### src/rtl/checkbits_frame_tx.sv
// checkbits_frame_tx
//   Transmit side of the mprj_io[31:16] "checkbits" monitor protocol. A frame
//   is a START_MARK, the data words taken from a valid/ready stream, then an
//   END_MARK. Each value is held for HOLD_CYCLES clocks so that an off-chip
//   per-clock equality monitor can sample it and measure latency.
//
//   Optional build macro: CHECKBITS_GAP_EN
//     When defined, IDLE_VAL is driven for HOLD_CYCLES after every data word.
//     Equal adjacent words can then be counted separately. When undefined,
//     DATA goes straight to WAIT/END.
//
// Ports
//   wb_clk_i     in   1   system clock
//   wb_rst_i     in   1   asynchronous reset, active high
//   frame_start  in   1   pulse that opens a frame; ignored unless idle
//   s_tvalid     in   1   data word valid
//   s_tdata      in   16  data word
//   s_tlast      in   1   last word of the frame
//   s_tready     out  1   word accepted on s_tvalid && s_tready
//   chk_o        out  16  value driven to the pads
//   chk_oeb      out  16  pad output enable, active low (always driving)
//   busy         out  1   high in any state except IDLE
//   frame_done   out  1   one-cycle pulse when END returns to IDLE
//   frame_cnt    out  8   completed frames, wraps 255 -> 0
//   collision    out  1   sticky: a data word equalled one of the markers
module checkbits_frame_tx #(
    parameter int          HOLD_CYCLES = 4,
    parameter logic [15:0] START_MARK  = 16'h00A5,
    parameter logic [15:0] END_MARK    = 16'h765A,
    parameter logic [15:0] IDLE_VAL    = 16'h0000
) (
    input  logic        wb_clk_i,
    input  logic        wb_rst_i,
    input  logic        frame_start,
    input  logic        s_tvalid,
    input  logic [15:0] s_tdata,
    input  logic        s_tlast,
    output logic        s_tready,
    output logic [15:0] chk_o,
    output logic [15:0] chk_oeb,
    output logic        busy,
    output logic        frame_done,
    output logic [7:0]  frame_cnt,
    output logic        collision
);

    // Hold counter is at least one bit wide so HOLD_CYCLES=1 still elaborates.
    localparam int             HW        = (HOLD_CYCLES > 1) ? $clog2(HOLD_CYCLES) : 1;
    localparam logic [HW-1:0]  HOLD_LOAD = HW'(HOLD_CYCLES - 1);
    localparam logic [HW-1:0]  HCNT_ONE  = HW'(1);

    typedef enum logic [2:0] {
        S_IDLE  = 3'd0,
        S_START = 3'd1,
        S_WAIT  = 3'd2,
        S_DATA  = 3'd3,
        S_GAP   = 3'd4,
        S_END   = 3'd5
    } state_t;

    state_t          state_reg;
    logic [HW-1:0]   hcnt_reg;
    logic            last_reg;
    logic            hold_done;

    assign hold_done = (hcnt_reg == '0);

    // The pads are always outputs.
    assign chk_oeb = 16'h0000;

    always_ff @(posedge wb_clk_i or posedge wb_rst_i) begin
        if (wb_rst_i) begin
            state_reg  <= S_IDLE;
            hcnt_reg   <= '0;
            last_reg   <= 1'b0;
            chk_o      <= IDLE_VAL;
            s_tready   <= 1'b0;
            busy       <= 1'b0;
            frame_done <= 1'b0;
            frame_cnt  <= 8'd0;
            collision  <= 1'b0;
        end else begin
            frame_done <= 1'b0;
            if (hcnt_reg != '0) begin
                hcnt_reg <= hcnt_reg - HCNT_ONE;
            end

            case (state_reg)
                S_IDLE: begin
                    // chk_o keeps whatever was last driven (END_MARK after a frame).
                    if (frame_start) begin
                        state_reg <= S_START;
                        chk_o     <= START_MARK;
                        hcnt_reg  <= HOLD_LOAD;
                        busy      <= 1'b1;
                    end
                end

                S_START: begin
                    if (hold_done) begin
                        state_reg <= S_WAIT;
                        s_tready  <= 1'b1;
                    end
                end

                S_WAIT: begin
                    // chk_o keeps the previous value while the source is stalled.
                    if (s_tvalid && s_tready) begin
                        state_reg <= S_DATA;
                        chk_o     <= s_tdata;
                        last_reg  <= s_tlast;
                        hcnt_reg  <= HOLD_LOAD;
                        s_tready  <= 1'b0;
                        if ((s_tdata == START_MARK) || (s_tdata == END_MARK)) begin
                            collision <= 1'b1;
                        end
                    end
                end

                S_DATA: begin
                    if (hold_done) begin
`ifdef CHECKBITS_GAP_EN
                        state_reg <= S_GAP;
                        chk_o     <= IDLE_VAL;
                        hcnt_reg  <= HOLD_LOAD;
`else
                        if (last_reg) begin
                            state_reg <= S_END;
                            chk_o     <= END_MARK;
                            hcnt_reg  <= HOLD_LOAD;
                        end else begin
                            state_reg <= S_WAIT;
                            s_tready  <= 1'b1;
                        end
`endif
                    end
                end

`ifdef CHECKBITS_GAP_EN
                S_GAP: begin
                    if (hold_done) begin
                        if (last_reg) begin
                            state_reg <= S_END;
                            chk_o     <= END_MARK;
                            hcnt_reg  <= HOLD_LOAD;
                        end else begin
                            state_reg <= S_WAIT;
                            s_tready  <= 1'b1;
                        end
                    end
                end
`endif

                S_END: begin
                    if (hold_done) begin
                        state_reg  <= S_IDLE;
                        busy       <= 1'b0;
                        frame_done <= 1'b1;
                        frame_cnt  <= frame_cnt + 8'd1;
                    end
                end

                default: begin
                    state_reg <= S_IDLE;
                    s_tready  <= 1'b0;
                    busy      <= 1'b0;
                end
            endcase
        end
    end

endmodule

### config.mk
export PLATFORM = sky130hd
export DESIGN_NAME = checkbits_frame_tx
export DESIGN_NICKNAME = d
export VERILOG_FILES = /design/src/rtl/checkbits_frame_tx.sv
export SDC_FILE = /design/constraint.sdc
export NUM_CORES = 1
export LEC_CHECK = 0
export CAP_MARGIN = 20
export CORE_ASPECT_RATIO = 0.5
export CORE_MARGIN = 2
export CORE_UTILIZATION = 45
export DETAILED_ROUTE_END_ITERATION = 16
export PLACE_DENSITY_LB_ADDON = 0.05
export SLEW_MARGIN = 0
export SYNTH_ARGS = -nofsm -noshare
export SYNTH_HDL_FRONTEND = slang
export SYNTH_SLANG_ARGS = --single-unit
export TNS_END_PERCENT = 5
### constraint.sdc
create_clock -name wb_clk_i -period 2.3 [get_ports wb_clk_i]
set_clock_uncertainty 0.2 [all_clocks]
set_input_delay 0.46 -clock wb_clk_i [delete_from_list [all_inputs] [get_ports wb_clk_i]]
set_output_delay 0.46 -clock wb_clk_i [all_outputs]
set_load 0.02 [all_outputs]
==> results.txt, run 1 <==
----------------------------------------------------
[Placement]
  Placement-stage cell area ... 2350 µm²
  DP HPWL ... 2820 µm
  Final RePlAce weighted congestion ... 0.820
  Input/output buffers ... 48

[Clock tree]
  Maximum buffer depth of the clock tree ... 2
  Number of hold buffers added after cts ... 0
  Post-CTS setup repair buffer count ... 0
  Count of clock tree sinks ... 34
  H-tree lvl count ... 2
  Clk Latency, worst-skew pair ... 0.27 ns
  CTS Buf Count ... 5
  Post-cts resize count ... 0
  CTS tree ... yes
  Cell at the root of the clock tree ... clkbuf_8
  Register clock-pin slew on the reported worst setup and hold paths ... 0.06 ns

[Synthesis]
  Synth Instances ... 185
  Netlist area before placement ... 1850 µm²
  Post-synth EDFFs ... 0
  Number of warnings issued by yosys ... 0
  Synthesized area per cell ... 10.0 µm²
  Library cells used by synthesis ... 41
  Top_reg_cell synth ... dfrtp_1
  Fraction of registers with async set or reset after synthesis ... 100%
  #FFs+latches synth ... 34
  Post-synthesis sequential area ratio ... 45.9%

[Worst hold path]
  Worst hold path endpoint ... collision
  Number of cells traversed by the worst hold path ... 1
  Class of the most critical hold timing path ... reg2reg
  Worst Min Path Start ... collision

[Cells and area]
  Most frequent standard cell in the layout excluding fill and tap cells ... clkdlybuf4s50_1
  Flip-flop count of the largest register after layout ... 16
  Commonest cells after routing, fill and taps aside ... 48 x clkdlybuf4s50_1, 34 x dfrtp_1, 20 x inv_1
  Growth of design area from synthesis to finish ... 31.3%
  Number of nets in the layout ... 259
  Area taken by flip-flops and latches ... 851 µm²
  Share of the core filled with cells in the final layout ... 62.0%
  Layout filler cell count ... 330
  Share of final-layout standard cells stronger than drive strength 1 ... 9.75%
  Area occupied by multi-input gates ... 810 µm²
  Final design instance area without fill ... 2430 µm²
  Antenna cell count ... 0

[STA]
  Final hold violation count ... 0
  Final Setup Violations ... 0
  Final-layout setup total negative slack ... 0 ns
  Unrepaired setup endpoints after global routing ... no
  Final Slew Violations ... 0
  Achievable frequency ... 492 MHz
  Final min period ... 2.03 ns
  Final worst-path cycle share ... 88.5%

[GRT]
  Largest net degree at the start of global routing ... 35
  Number of global-route vias before repair ... 1390
  First-pass GRT wire length ... 6310 µm
  GRT Overall Usage ... 17.6%
  Initial antenna violation count ... 0
  Total overflow reported by the global router ... 0

[Setup path]
  R2R Setup Slk ... 0.27 ns
  Buffer and inverter count on the worst path ... 0
  Worst R2R Path Depth ... 4
  Reg-to-reg critical path startpoint ... state_reg[0]
  Family with the most delay on the worst path ... flip-flops
  Crit path largest cell delay ... 0.55 ns
  Cell breakdown of the critical path ... nor3b_2, nand3_2, a21oi_4, mux2_2
  Setup CP Type ... reg2reg
  Critical path endpoint category ... flip-flop
  Crit-path slowest cell ... dfrtp_1
  Critical register-to-register path endpoint ... chk_o[7]
  Req. time, crit path ... 2.26 ns
  Category of the worst setup path launch point ... flip-flop
  Arrival @ worst endpoint ... 2.00 ns
  Crit Path Max Fanout ... 10

[Die]
  Effective utilization at floorplan ... 47.2%
  Die boundary height ... 49.4 µm
  DIE WIDTH ... 94.7 µm
  Area enclosed by the die boundary ... 4680 µm²
  Placement row count ... 16
  Num ports ... 65
  Area of the core region ... 3920 µm²

[Routing]
  Average routed wire per standard cell ... 12.9 µm
  Vias after detailed routing ... 1436
  Via/cell ratio ... 4.95
  Number of DRC markers after the initial detailed-route iteration ... 45
  Detail Route Antenna Nets ... 0
  Total length of routed wires ... 3730 µm
  DRC errors left ... 0
  First-pass iteration count of the detailed router ... 4

[Job]
  Number of maximum-capacitance constraint violations ... 0

[Power and ir drop]
  Total power after layout ... 2.95 mW
  Peak supply drop ... 0.000651 V
  Leakage ... 1.11 nW
  Cell Pwr Density ... 1210 nW/µm²

[Status]
  Status ... finished clean

----------------------------------------------------
## how the worst max path moves through the flow
stage / to / slack (ns) / from / cells after the start
floorplan: chk_o[2] / 0.51 / state_reg[0] / 5
global placement: chk_o[2] / 0.18 / frame_start / 4
detailed placement: chk_o[7] / 0.13 / frame_start / 4
CTS: chk_o[7] / 0.26 / state_reg[0] / 4
global route: chk_o[11] / 0.12 / state_reg[0] / 5
finish: chk_o[7] / 0.27 / state_reg[0] / 4
## report_power, final
part | leakage, nW | internal, mW | switching [mW]
combinational | 0.637 | 0.750 | 0.770
sequential | 0.427 | 0.818 | 0.193
clock | 0.0431 | 0.230 | 0.191
## logic make-up after synthesis
family / after synthesis / synth area share [%]
fa+ha+maj: 1 / 0.676
flops: 34 / 45.9
buf+inv: 45 / 13.4
xor+xnor: 7 / 3.31
simple gates: 44 / 13.8
other cells: 1 / 0.203
mux: 19 / 10.7
compound gates: 34 / 12.0
## cells in the mapped netlist, types with 2 or more instances
| cell type | count | area share, % |
|---|---|---|
| a21oi_1 | 4 | 1.1 |
| buf_2 | 3 | 0.81 |
| inv_1 | 20 | 4.1 |
| nor4b_1 | 2 | 0.95 |
| nor4_1 | 2 | 0.68 |
| a32oi_1 | 3 | 1.4 |
| nor2_1 | 5 | 1.0 |
| nand4_1 | 5 | 1.7 |
| nor3_1 | 3 | 0.81 |
| buf_4 | 17 | 6.9 |
| mux2i_1 | 13 | 7.0 |
| o21ai_0 | 17 | 4.6 |
| a21o_1 | 2 | 0.81 |
| clkbuf_1 | 4 | 0.81 |
| xnor2_1 | 3 | 1.4 |
| dfrtp_1 | 34 | 46 |
| nand3_1 | 2 | 0.54 |
| xor2_1 | 4 | 1.9 |
| nand2_1 | 13 | 2.6 |
| nor2b_1 | 2 | 0.68 |
| and4b_1 | 3 | 1.6 |
| mux2_2 | 5 | 3.0 |
## through the flow
| step | hold WS (ns) | setup WS [ns] | instances |
|---|---|---|---|
| floorplan | 0.346 | 0.511 | 200 |
| global placement | 0.250 | 0.177 | 284 |
| detailed placement | 0.256 | 0.128 | 284 |
| finish | 0.268 | 0.265 | 290 |
| global route | 0.293 | 0.123 | 290 |
| CTS | 0.271 | 0.260 | 290 |
## worst reg2reg max path: cells and delay by family (launching register included)
kind	cells	cell delay, ns
compound gates	1	0.35
simple gates	2	0.45
mux	1	0.38
flops	1	0.55
## layer usage
layer  up-vias  global-route usage, %  share of wire (%)
li1        707                      -                  -
met1       682                   23.6                 50
met2        45                   27.3                 43
met3         2                   6.18                6.5
met4         0                   4.59               0.38
met5         -                      0                  0
## cell type report
class | instances | share of cell area [%]
flip-flops and latches | 34 | 35.0
multi-input cells | 121 | 33.3
repair buffers | 55 | 22.4
clock buffers | 6 | 3.40
inverters | 20 | 3.09
well taps | 54 | 2.78
(Power assumes the default switching activity.)
==> run 2: changes to the inputs <==
Settings changed: CORE_UTILIZATION 45 to 41.
Clock period 2.3 ns to 1.8 ns, I/O delays scaled along.
==> results.txt, run 2 (same netlist as run 1, synthesis figures left out) <==
----------------------------------------------------
[Clock tree]
  Clk Latency, worst-skew pair ... 0.28 ns
  CTS Buf Count ... 5
  Register clock-pin slew on the reported worst setup and hold paths ... 0.06 ns
  CTS tree ... yes
  Cell at the root of the clock tree ... clkbuf_8
  Maximum buffer depth of the clock tree ... 2
  Count of clock tree sinks ... 34
  H-tree lvl count ... 2

[Cells and area]
  Number of nets in the layout ... 274
  Area occupied by multi-input gates ... 828 µm²
  Share of the core filled with cells in the final layout ... 58.8%
  Final design instance area without fill ... 2560 µm²
  Area taken by flip-flops and latches ... 852 µm²
  Share of final-layout standard cells stronger than drive strength 1 ... 16.3%
  Commonest cells after routing, fill and taps aside ... 33 x dfrtp_1, 24 x dlygate4sd2_1, 21 x clkdlybuf4s50_1
  Layout filler cell count ... 399
  Growth of design area from synthesis to finish ... 38.5%
  Antenna cell count ... 0
  Flip-flop count of the largest register after layout ... 16
  Most frequent standard cell in the layout excluding fill and tap cells ... dfrtp_1

[Routing]
  Detail Route Antenna Nets ... 0
  Number of DRC markers after the initial detailed-route iteration ... 24
  Average routed wire per standard cell ... 12.9 µm
  Total length of routed wires ... 3960 µm
  Via/cell ratio ... 4.90
  First-pass iteration count of the detailed router ... 6
  DRC errors left ... 0
  Vias after detailed routing ... 1510

[Die]
  Die boundary height ... 51.5 µm
  DIE WIDTH ... 99.0 µm
  Placement row count ... 17
  Area of the core region ... 4360 µm²
  Num ports ... 65
  Area enclosed by the die boundary ... 5100 µm²
  Effective utilization at floorplan ... 42.5%

[GRT]
  Number of global-route vias before repair ... 1491
  Largest net degree at the start of global routing ... 35
  Initial antenna violation count ... 0
  Total overflow reported by the global router ... 0
  First-pass GRT wire length ... 6800 µm
  GRT Overall Usage ... 17.3%

[Setup path]
  Setup CP Type ... reg2reg
  R2R Setup Slk ... 0.01 ns
  Crit-path slowest cell ... dfrtp_1
  Category of the worst setup path launch point ... flip-flop
  Reg-to-reg critical path startpoint ... state_reg[0]
  Family with the most delay on the worst path ... flip-flops
  Arrival @ worst endpoint ... 1.76 ns
  Buffer and inverter count on the worst path ... 2
  Crit Path Max Fanout ... 8
  Critical register-to-register path endpoint ... chk_o[7]
  Req. time, crit path ... 1.77 ns
  Crit path largest cell delay ... 0.40 ns
  Worst R2R Path Depth ... 6
  Cell breakdown of the critical path ... buf_6, nor2b_4, a32oi_2, a21oi_4, buf_12, mux2_2
  Critical path endpoint category ... flip-flop

[STA]
  Final worst-path cycle share ... 99.4%
  Unrepaired setup endpoints after global routing ... yes
  Final Setup Violations ... 0
  Final Slew Violations ... 0
  Final hold violation count ... 0
  Achievable frequency ... 559 MHz
  Final min period ... 1.79 ns

[Status]
  Status ... finished clean

[Power and ir drop]
  Leakage ... 1.30 nW
  Peak supply drop ... 0.000670 V
  Cell Pwr Density ... 1520 nW/µm²
  Gate power share ... 54.2%
  Proportion of power drawn by the clock network ... 14.1%
  Switching Share ... 39.0%
  Part of the total power dissipated in sequential elements ... 31.7%
  Net Switching ... 1.52 mW
  Cell-internal power ... 2.38 mW

[Placement]
  Final RePlAce weighted congestion ... 0.832
  Input/output buffers ... 48
  Placement-stage cell area ... 2460 µm²
  DP HPWL ... 2970 µm

[Job]
  Number of maximum-capacitance constraint violations ... 0

[Worst hold path]
  Class of the most critical hold timing path ... in2async

----------------------------------------------------
==> run 2: changes by cell type in the layout (fill, tap and decap cells not counted), sizes merged <==
cell           delta
dlymetal6s2s      +3
buf              +15
clkdlybuf4s50    -27
dlygate4sd2      +24
==> run 2: power groups by stage <==
stage | logic [mW] | clock network (mW) | registers [mW]
6_report | 2.12 | 0.551 | 1.24
5_1_grt | 2.31 | 0.600 | 1.29
4_1_cts | 2.04 | 0.575 | 1.24
3_5_place_dp | 2.15 | 0 | 1.25
3_3_place_gp | 2.12 | 0 | 1.25
2_1_floorplan | 1.06 | 0 | 1.47
==> run 2: per-layer routing <==
| layer | track usage, % | wire length [µm] | vias to the layer above |
|---|---|---|---|
| li1 | - | - | 735 |
| met1 | 21.4 | 1870 | 717 |
| met2 | 28.8 | 1780 | 51 |
| met3 | 5.51 | 248 | 7 |
| met4 | 6.85 | 60 | 0 |
| met5 | 0 | 0 | - |
==> run 2: tightest hold or removal path: stages <==
cell and delay (ns):
clkdlybuf4s50_1 0.39, inv_1 0.09, buf_12 0.22
==> run 2: worst max-delay path by stage <==
stage	to	start	cells past startpoint
2_1_floorplan	chk_o[2]	state_reg[0]	5
3_3_place_gp	chk_o[2]	s_tvalid	4
3_5_place_dp	chk_o[9]	frame_start	5
4_1_cts	chk_o[7]	state_reg[0]	5
5_1_grt	chk_o[0]	state_reg[0]	6
6_report	chk_o[7]	state_reg[0]	6
==> run 2: per-stage QoR <==
step	TNS [ns]	setup slack (ns)	hold slack [ns]	power, mW	instances
2_1_floorplan	0	0.0114	0.297	2.54	200
3_3_place_gp	-2.67	-0.180	0.260	3.37	301
5_1_grt	-0.103	-0.0335	0.250	4.20	308
4_1_cts	-0.229	-0.0406	0.225	3.85	307
3_5_place_dp	-3.29	-0.229	0.259	3.40	301
6_report	0	0.0107	0.220	3.91	308
==> run 2: area by class of cell <==
type | instances | area share (%)
multi-input cells | 121 | 32.3
well taps | 57 | 2.78
clock buffers | 6 | 3.22
repair buffers | 70 | 25.6
inverters | 20 | 2.93
flip-flops and latches | 34 | 33.2
==> run 2: what timing repair did <==
item / 4_1_cts / 5_1_grt
hold buffers: 0 / 0
setup buffers: 0 / 1
pin swaps: 0 / 2
gates resized for setup: 25 / 9
hold endpoints to repair: 0 / 0
setup endpoints to repair: 37 / 20
==> run 3: changes to the inputs <==
Settings changed: CORE_MARGIN 2 to 1.5.
==> results.txt, run 3 (same netlist as run 1, synthesis figures left out) <==
----------------------------------------------------
[Cells and area]
  Layout filler cell count ... 380
  Antenna cell count ... 0
  Area occupied by multi-input gates ... 816 µm²
  Area taken by flip-flops and latches ... 855 µm²
  Share of final-layout standard cells stronger than drive strength 1 ... 17.9%
  Growth of design area from synthesis to finish ... 41.7%
  Non-filler cells in the finished layout ... 314
  Flip-flop count of the largest register after layout ... 16
  Commonest cells after routing, fill and taps aside ... 31 x dfrtp_1, 22 x buf_4, 21 x clkdlybuf4s50_1
  Number of nets in the layout ... 278
  Most frequent standard cell in the layout excluding fill and tap cells ... dfrtp_1

[Die]
  Die boundary height ... 50.5 µm
  Num ports ... 65
  Area enclosed by the die boundary ... 4950 µm²
  DIE WIDTH ... 98.0 µm
  Effective utilization at floorplan ... 42.5%
  Placement row count ... 17
  Area of the core region ... 4360 µm²

[Placement]
  Input/output buffers ... 48
  Dpl cells ... 303
  Final RePlAce weighted congestion ... 0.902
  DP HPWL ... 3080 µm

[Routing]
  Total length of routed wires ... 4160 µm
  First-pass iteration count of the detailed router ... 4
  Number of DRC markers after the initial detailed-route iteration ... 27
  Via/cell ratio ... 4.98
  Vias after detailed routing ... 1565
  Average routed wire per standard cell ... 13.3 µm
  Detail Route Antenna Nets ... 0
  DRC errors left ... 0

[Setup path]
  Capture point of the worst path ... chk_o[5]
  Reg-to-reg critical path startpoint ... hcnt_reg[0]
  Category of the worst setup path launch point ... flip-flop
  Worst R2R Path Depth ... 4
  Arrival @ worst endpoint ... 1.78 ns
  Crit Path Max Fanout ... 7
  Launching instance or port of the critical path ... hcnt_reg[0]
  Crit-path slowest cell ... dfrtp_2
  Setup CP Type ... reg2reg
  Critical path endpoint category ... flip-flop
  Cell breakdown of the critical path ... nor3b_4, nand3_2, a21oi_4, mux2_2
  Crit path largest cell delay ... 0.46 ns
  Critical register-to-register path endpoint ... chk_o[5]
  Buffer and inverter count on the worst path ... 0
  Family with the most delay on the worst path ... flip-flops
  Req. time, crit path ... 1.77 ns
  Count of cell instances traversed by the critical path ... 4
  R2R Setup Slk ... -0.02 ns

[STA]
  Final hold violation count ... 0
  Unrepaired setup endpoints after global routing ... yes
  Final worst-path cycle share ... 101%
  Final-layout setup total negative slack ... -0.0438 ns
  Final hold slack ... 0.125 ns
  Achievable frequency ... 551 MHz
  Final min period ... 1.82 ns
  Final setup slack of the worst path ... -0.0154 ns
  Final Slew Violations ... 0
  Final Setup Violations ... 5

[Clock tree]
  CTS tree ... yes
  Cell at the root of the clock tree ... clkbuf_8
  Clk Latency, worst-skew pair ... 0.28 ns
  CTS Buf Count ... 5
  Register clock-pin slew on the reported worst setup and hold paths ... 0.07 ns
  H-tree lvl count ... 2
  Maximum buffer depth of the clock tree ... 2
  Count of clock tree sinks ... 34
  Number of hold buffers added after cts ... 0

[GRT]
  First-pass GRT wire length ... 6860 µm
  Total overflow reported by the global router ... 0
  GRT Overall Usage ... 17.8%
  Largest net degree at the start of global routing ... 22
  Initial antenna violation count ... 0
  Number of global-route vias before repair ... 1537

[Power and ir drop]
  Leakage ... 1.41 nW
  Peak supply drop ... 0.000714 V
  Cell Pwr Density ... 1510 nW/µm²

[Job]
  Number of maximum-capacitance constraint violations ... 0

[Status]
  Status ... finished, violations left
  Violated checks ... negative setup slack

[Worst hold path]
  Class of the most critical hold timing path ... in2async

----------------------------------------------------
[run 3: cell types whose count changed in the layout (fill, tap and decap cells not counted), moves of 2 or more]
cell	delta
dlygate4sd2_1	-12
dlymetal6s2s_1	+12
buf_4	+4
dfrtp_1	-2
dfrtp_2	+2
[run 3: repair_timing]
action,in CTS,in global routing
gates resized for setup,16,17
pin swaps,2,1
buffers inserted,0,3
gates cloned,0,0
setup endpoints to repair,37,32
[run 3: worst min path at each step]
stage	startpoint	endpoint	slack, ns
3_3_place_gp	frame_cnt[7]	frame_cnt[7]	0.26
3_5_place_dp	frame_cnt[7]	frame_cnt[7]	0.27
4_1_cts	wb_rst_i	frame_cnt[1]	0.13
2_1_floorplan	wb_rst_i	busy	0.30
6_report	wb_rst_i	frame_cnt[1]	0.13
5_1_grt	wb_rst_i	frame_cnt[1]	0.14
[run 3: metrics by stage]
stage	setup WS (ns)	total power [mW]	instance area (µm²)	utilization (%)
after floorplan	0.0114	2.54	1910	-
after global placement	-0.165	3.37	2470	56.7
after detailed placement	-0.206	3.39	2470	56.7
after CTS	-0.0457	4.00	2560	58.8
after global routing	-0.109	4.27	2620	60.2
final	-0.0154	3.97	2620	60.2
[run 3: layout make-up]
| cell class | instances | area share, % |
|---|---|---|
| clock inverter | 1 | 0.191 |
| inverter | 20 | 2.86 |
| clock buffer | 7 | 3.29 |
| tap | 57 | 2.72 |
| multi-input combinational | 121 | 31.1 |
| timing repair buffer | 74 | 27.3 |
| sequential | 34 | 32.6 |
[run 3: metal layers]
metal / vias up / wire, µm / GRT usage [%]
met2: 63 / 1930 / 29.4
met3: 4 / 273 / 5.01
met4: 0 / 26 / 5.24
li1: 745 / - / -
met1: 753 / 1930 / 23.0
met5: - / 0 / 0
[run 3: power breakdown]
part / total, mW / leakage, nW / internal, mW / switching [mW]
Clock: 0.579 / 0.0482 / 0.309 / 0.271
Sequential: 1.27 / 0.424 / 1.05 / 0.220
Combinational: 2.12 / 0.935 / 1.06 / 1.06
